===== src/rtl/bus_arbiter.sv =====
// Two-master round-robin bus arbiter; the grant is held for a whole transaction.
// Define ARB_TIMEOUT_EN to add the ownership watchdog and the timeout_err pulse.
module bus_arbiter #(
    parameter int ADDR_W         = 32,
    parameter int DATA_W         = 32,
    parameter int TIMEOUT_CYCLES = 64
) (
    input  logic              clk,
    input  logic              rst_n,
    input  logic [ADDR_W-1:0] m0_addr,
    input  logic [DATA_W-1:0] m0_wdata,
    input  logic              m0_valid,
    input  logic              m0_mode,
    input  logic              m0_rready,
    output logic              m0_wready,
    output logic              m0_rvalid,
    output logic [DATA_W-1:0] m0_rdata,
    input  logic [ADDR_W-1:0] m1_addr,
    input  logic [DATA_W-1:0] m1_wdata,
    input  logic              m1_valid,
    input  logic              m1_mode,
    input  logic              m1_rready,
    output logic              m1_wready,
    output logic              m1_rvalid,
    output logic [DATA_W-1:0] m1_rdata,
    output logic [ADDR_W-1:0] s_addr,
    output logic [DATA_W-1:0] s_wdata,
    output logic              s_valid,
    output logic              s_mode,
    output logic              s_rready,
    input  logic              s_wready,
    input  logic              s_rvalid,
    input  logic [DATA_W-1:0] s_rdata,
    output logic [1:0]        gnt,
    output logic              busy
`ifdef ARB_TIMEOUT_EN
    ,
    output logic              timeout_err
`endif
);

    typedef enum logic [1:0] {
        IDLE = 2'd0,
        OWN0 = 2'd1,
        OWN1 = 2'd2
    } state_e;

    state_e state_q, state_d;
    logic   last_q, last_d;     // 0: M0 was served last, 1: M1 was served last
    logic   xfer_done;
    logic   own_exit;
    logic   timeout_hit;

    // The owner's request is already muxed onto s_*, so completion is judged there.
    assign xfer_done = s_valid & (s_mode ? s_wready : (s_rvalid & s_rready));
    assign own_exit  = ~s_valid | xfer_done | timeout_hit;

`ifdef ARB_TIMEOUT_EN
    localparam logic [7:0] TO_LAST = 8'(TIMEOUT_CYCLES - 1);

    logic [7:0] cnt_q, cnt_d;
    logic       to_q;

    always_comb begin
        cnt_d = '0;
        if (state_q != IDLE) begin
            cnt_d = (cnt_q == 8'hFF) ? cnt_q : cnt_q + 8'd1;
        end
    end

    // Fires on the TIMEOUT_CYCLES-th owned cycle; the pulse appears in the following IDLE cycle.
    assign timeout_hit = (state_q != IDLE) & s_valid & ~xfer_done & (cnt_q == TO_LAST);

    always_ff @(posedge clk or negedge rst_n) begin
        if (!rst_n) begin
            cnt_q <= '0;
            to_q  <= 1'b0;
        end else begin
            cnt_q <= cnt_d;
            to_q  <= timeout_hit;
        end
    end

    assign timeout_err = to_q;
`else
    localparam int unused_timeout_cycles = TIMEOUT_CYCLES;

    assign timeout_hit = 1'b0;
`endif

    always_ff @(posedge clk or negedge rst_n) begin
        if (!rst_n) begin
            state_q <= IDLE;
            last_q  <= 1'b1;
        end else begin
            state_q <= state_d;
            last_q  <= last_d;
        end
    end

    always_comb begin
        state_d = state_q;
        last_d  = last_q;
        case (state_q)
            IDLE: begin
                if (m0_valid && m1_valid) begin
                    state_d = last_q ? OWN0 : OWN1;
                end else if (m0_valid) begin
                    state_d = OWN0;
                end else if (m1_valid) begin
                    state_d = OWN1;
                end
            end
            OWN0: begin
                if (own_exit) begin
                    state_d = IDLE;
                    last_d  = 1'b0;
                end
            end
            OWN1: begin
                if (own_exit) begin
                    state_d = IDLE;
                    last_d  = 1'b1;
                end
            end
            default: state_d = IDLE;
        endcase
    end

    // Responses are qualified by the owner's live request so nothing leaks after an abort.
    always_comb begin
        s_addr    = '0;
        s_wdata   = '0;
        s_valid   = 1'b0;
        s_mode    = 1'b0;
        s_rready  = 1'b0;
        m0_wready = 1'b0;
        m0_rvalid = 1'b0;
        m0_rdata  = '0;
        m1_wready = 1'b0;
        m1_rvalid = 1'b0;
        m1_rdata  = '0;
        gnt       = 2'b00;
        case (state_q)
            OWN0: begin
                gnt       = 2'b01;
                s_addr    = m0_addr;
                s_wdata   = m0_wdata;
                s_valid   = m0_valid;
                s_mode    = m0_mode;
                s_rready  = m0_rready;
                m0_wready = m0_valid & m0_mode & s_wready;
                m0_rvalid = m0_valid & ~m0_mode & s_rvalid;
                m0_rdata  = s_rdata;
            end
            OWN1: begin
                gnt       = 2'b10;
                s_addr    = m1_addr;
                s_wdata   = m1_wdata;
                s_valid   = m1_valid;
                s_mode    = m1_mode;
                s_rready  = m1_rready;
                m1_wready = m1_valid & m1_mode & s_wready;
                m1_rvalid = m1_valid & ~m1_mode & s_rvalid;
                m1_rdata  = s_rdata;
            end
            default: ;
        endcase
        busy = |gnt;
    end

endmodule


===== config.mk =====
export PLATFORM = sky130hd
export DESIGN_NAME = bus_arbiter
export DESIGN_NICKNAME = d
export VERILOG_FILES = /design/src/rtl/bus_arbiter.sv
export SDC_FILE = /design/constraint.sdc
export NUM_CORES = 1
export LEC_CHECK = 0
export BUFFER_PORTS_ARGS = -buffer_cell sky130_fd_sc_hd__buf_2
export CORE_AREA = 2 2 120 122
export DETAILED_ROUTE_END_ITERATION = 6
export DIE_AREA = 0 0 122 124
export PLACE_DENSITY = 0.43
export SLEW_MARGIN = 20
export SYNTH_ARGS = -nofsm -noshare
export SYNTH_HDL_FRONTEND = slang
export SYNTH_SLANG_ARGS = --single-unit

===== constraint.sdc =====
create_clock -name clk -period 2.7 [get_ports clk]
set_input_delay 0.54 -clock clk [delete_from_list [all_inputs] [get_ports clk]]
set_output_delay 0.54 -clock clk [all_outputs]
set_load 0.005 [all_outputs]

---- Word level (Yosys, flattened, before mapping) ----
Index checks and enable logic that the tools add are counted.
word-level totals
  register bits ........................... 3
  input port bits ......................... 170
  output and inout bits ................... 138
  logic and storage cells ................. 51
cells by class
  equal/unequal tests ..................... 6
  muxes and demuxes ....................... 22
  bitwise logic cells ..................... 14
  reductions and logical operators ........ 7
operators with widths
  operator                                                               count
  32-bit one-hot mux with 2 select lines                                 2
  32-bit two-way mux                                                     2
  1-bit AND                                                              10
  2-bit two-way mux                                                      5
  1-bit one-hot mux with 2 select lines                                  4
  2-bit one-hot mux with 2 select lines                                  2
  1-bit two-way mux                                                      7
  2-bit != test, second input constant                                   2
  4-bit != test, second input constant                                   1
  2-bit OR reduction                                                     2
  1-bit NOT                                                              3
  3-bit AND reduction                                                    1
  2-bit by 1-bit equality test with 1-bit output, second input constant  1
  2-bit equality test, second input constant                             1
  2-bit zero test                                                        1
  2-bit by 1-bit != test with 1-bit output, second input constant        1
  2-bit AND reduction                                                    1
  2-bit nonzero test                                                     1
  1-bit logical AND                                                      1
  1-bit OR                                                               1

---- Longest topological paths before layout ----
  depth after elaboration ................. 8
  gate-level depth with buffers ........... 7
  gate-level depth less buffers ........... 6

---- Worst setup path before layout ----
Ideal clock, no wire load.
  kind .................................... register to output
  from .................................... register state_q[0]
  to ...................................... output port s_addr[0]
  arrival ................................. 1.486 ns
  required time ........................... 2.160 ns
  slack ................................... 0.674 ns
  cell stages (with the launch flop) ...... 6
  buffers on the path ..................... 2
  path through ............................ dfrtp_1 -> inv_1 -> ha_1 -> clkbuf_1 -> clkbuf_1 -> nor2b_1
on the way
  word-level cells in the longest chain between the ends .. 2
  elaborated cells between the ends (all ways) .. 3
  classes of those cells .................. eq/ne: 2; mux: 1
RTL lines
  item                                                                                          RTL line  text
  start, declared                                                                               48        state_e state_q, state_d;
  start signal, assigned                                                                        96        state_q <= state_d;
  2-bit equality test / 2-bit by 1-bit equality test with 1-bit output (equally long branches)  144       case (state_q)
  32-bit one-hot mux with 2 select lines *                                                      144
  end, declared                                                                                 26        output logic [ADDR_W-1:0] s_addr,
Every way passes the cells marked *; elsewhere a longest branch is shown, timed or not.

---- Final worst setup path ----
  from .................................... register state_q[0]
  to ...................................... output port s_valid
on the way
  word-level cells in the longest chain between the ends .. 2
  elaborated cells between the ends (all ways) .. 3
  classes of those cells .................. eq/ne: 2; mux: 1
RTL lines
  item                                                                                          RTL line  text
  2-bit equality test / 2-bit by 1-bit equality test with 1-bit output (equally long branches)  144
  1-bit one-hot mux with 2 select lines *                                                       144
  end, declared                                                                                 28        output logic s_valid,
Marked as above.

==> flow_summary.toml <==
[synth]
async_flop_share_pct = 100
synth_area_leaders = "a22oi_1 (28%), nor2b_1 (23%), and2_1 (23%)"
yosysMostFrequentCell = "nor2b_1"
synth_edf_count = 0
synthMuxAreaShare_pct = 0
synth_ff_type = "dfrtp_1"
synth_xor_area_share_pct = 0
avgSynthCellArea_um2 = 6.76
yosys.area_share.simple_pct = 51.5
yosysTopAreaCell = "a22oi_1"
synth_adder_area_share_pct = 3.54
synthCells = 261
synth_top_family_by_area = "simple AND/OR/NAND/NOR gates"
synth_compound_area_share_pct = 32.5
ys_ff_latch = 3
ys_types = 27
yosysWarnings = 0
synth-seq-area-share_pct = 4.32
syn_area_um2 = 1770
yosys.area.top_type_share_pct = 27.6
syn_nets = 436
synthTopCellsByCount = "nor2b_1 (66), a22oi_1 (65), and2_1 (64), clkbuf_1 (24)"

[global_route]
grt_remaining_overflow = 0
grt_pass1_vias = 2821
grt_antenna_before_repair = 1
grt_max_degree = 49
grt_usage_pct = 11.9
grt_pass1_wl_mm = 14.3

[critical_path]
critPathMaxStageDelay_ns = 0.42
worst_path_max_delay_cell = "dfrtp_1"
path_cells = "inv_1, ha_1, buf_4, a21boi_2, buf_2"
endpoint_kind = "output pin"
arrival_ns = 1.90
crit_fanout = 27
required_ns = 2.16
worstSetupPathType = "register to output pin"
start_kind = "register"

[placement]
pre_cts_slack_ns = 0.487
dp_hpwl_mm = 8.59
dp_cells = 725
gp_congestion = 0.836
numPortBuffers = 307

[floorplan]
ios = 308
die_h_um = 124
initial_core_util_pct = 12.9
rows = 43
fp.dieW_um = 122
coreArea_um2 = 13700
die_area_um2 = 15100

[drt]
drt_iter0_markers = 133
ant_nets = 0
wl_per_cell_um = 14.2
routed_wl_mm = 10.4
first_pass_iters = 4
drc_errors = 0
viasPerCell = 4.20
vias = 3064

[timing]
max_freq_ghz = 0.409
fin_crit_sh_pct = 90.5
slew_violations = 0
rsz0062_at_grt = "false"
worst_pin_slew_ns = 0.350
tns_ns = 0
finalCriticalPeriod_ns = 2.44
finalClockSkew_ns = 0.000358
finalHoldViolations = 0
slew_headroom_pct = 76.7
fin_ws_ns = 0.257
finalSetupViolations = 0

[finish]
area_growth_pct = 104
nets = 725
drive_gt1_share_pct = 59.0
stdcell_count = 730
utilization_pct = 26.3

[cts]
cts_made_buffers = 3
path_clk_slew_ns = 0.03
cts_root_buf = "clkbuf_16"
hold_buffers = 0
cts-htree-levels = 1
cts_sinks = 3
postCtsSetupRepairBufs = 0
clkLatencyLatePin_ns = 0.22
clock_path_buffers = 2
cts_resized = 0
cts_tree = "done"

[pwr]
p_leak_nw = 2.03
max-vdd-ir-drop_v = 0.000248
power_density_nw_per_um2 = 721

[run]
maxCapViolCount = 0

[min_path]
hold_path_class = "input pin to asynchronous set/reset pin"

[status]
outcome = "completed"
## state kept, by name, summed over array words and instances, names as in the netlist
signal   count
state_q      2
last_q       1
## final timing paths
| kind | start | endpoint | slack [ns] | cells after the start |
|---|---|---|---|---|
| setup / recovery | state_q[0] | s_valid | 0.26 | 5 |
| min in group clk | last_q | last_q | 0.47 | 2 |
| max in group asynchronous | rst_n | last_q | 2.39 | 1 |
| hold reg to reg | last_q | last_q | 0.47 | 2 |
| hold / removal | rst_n | state_q[0] | 0.11 | 1 |
| setup reg to reg | state_q[1] | state_q[1] | 0.60 | 7 |
## layout make-up
class	instances	area (um^2)
Fill cell	1526	10100
Inverter	6	22.5
Sequential cell	3	76.3
Multi-Input combinational cell	223	1570
Tap cell	180	225
Clock buffer	4	78.8
Antenna cell	1	2.50
Timing Repair Buffer	313	1630
## per-layer routing
layer	global-route usage [%]	share of wire, %
met5	0	0
met4	1.72	1.4
met3	1.92	6.8
met2	22.9	52
met1	14.0	39
## per-stage QoR
step | area [um^2] | power [mW] | hold slack, ns
4_1_cts | 3600 | 2.62 | 0.109
5_1_grt | 3600 | 2.85 | 0.111
2_1_floorplan | 1770 | 1.41 | 0.244
6_report | 3610 | 2.60 | 0.112
3_3_place_gp | 3520 | 2.35 | 0.342
3_5_place_dp | 3520 | 2.37 | 0.346
## critical path: cells and delay by family, from the launching register on
family | cells | cell delay [ns]
compound gates | 1 | 0.31
fa+ha+maj | 1 | 0.34
buf+inv | 3 | 0.60
flops | 1 | 0.42
## power breakdown
group	switching [mW]	internal, mW	leakage [nW]	total [mW]
registers	0.0217	0.0705	0.0363	0.0922
logic	1.15	1.12	1.96	2.27
clock network	0.0440	0.195	0.0382	0.239
total	1.21	1.39	2.03	2.60
## cell usage in the layout, fill, tap and decap left out, types with 3 or more instances in the layout
cell type / n
inv_1: 6
buf_2: 307
ha_1: 3
nand2_1: 6
buf_12: 4
nor2b_1: 66
clkbuf_16: 3
and2_1: 64
nor2_1: 3
a22oi_1: 65
## cells by family (layout without fill, tap and decap cells)
| logic type | count (synthesis) | after routing |
|---|---|---|
| AO/OA/AOI/OAI | 73 | 73 |
| adder cells (fa/ha/maj) | 5 | 5 |
| buffers and inverters | 35 | 323 |
| flip-flops | 3 | 3 |
| other | 0 | 1 |
| AND/OR/NAND/NOR | 145 | 145 |
(Power assumes the default switching activity.)
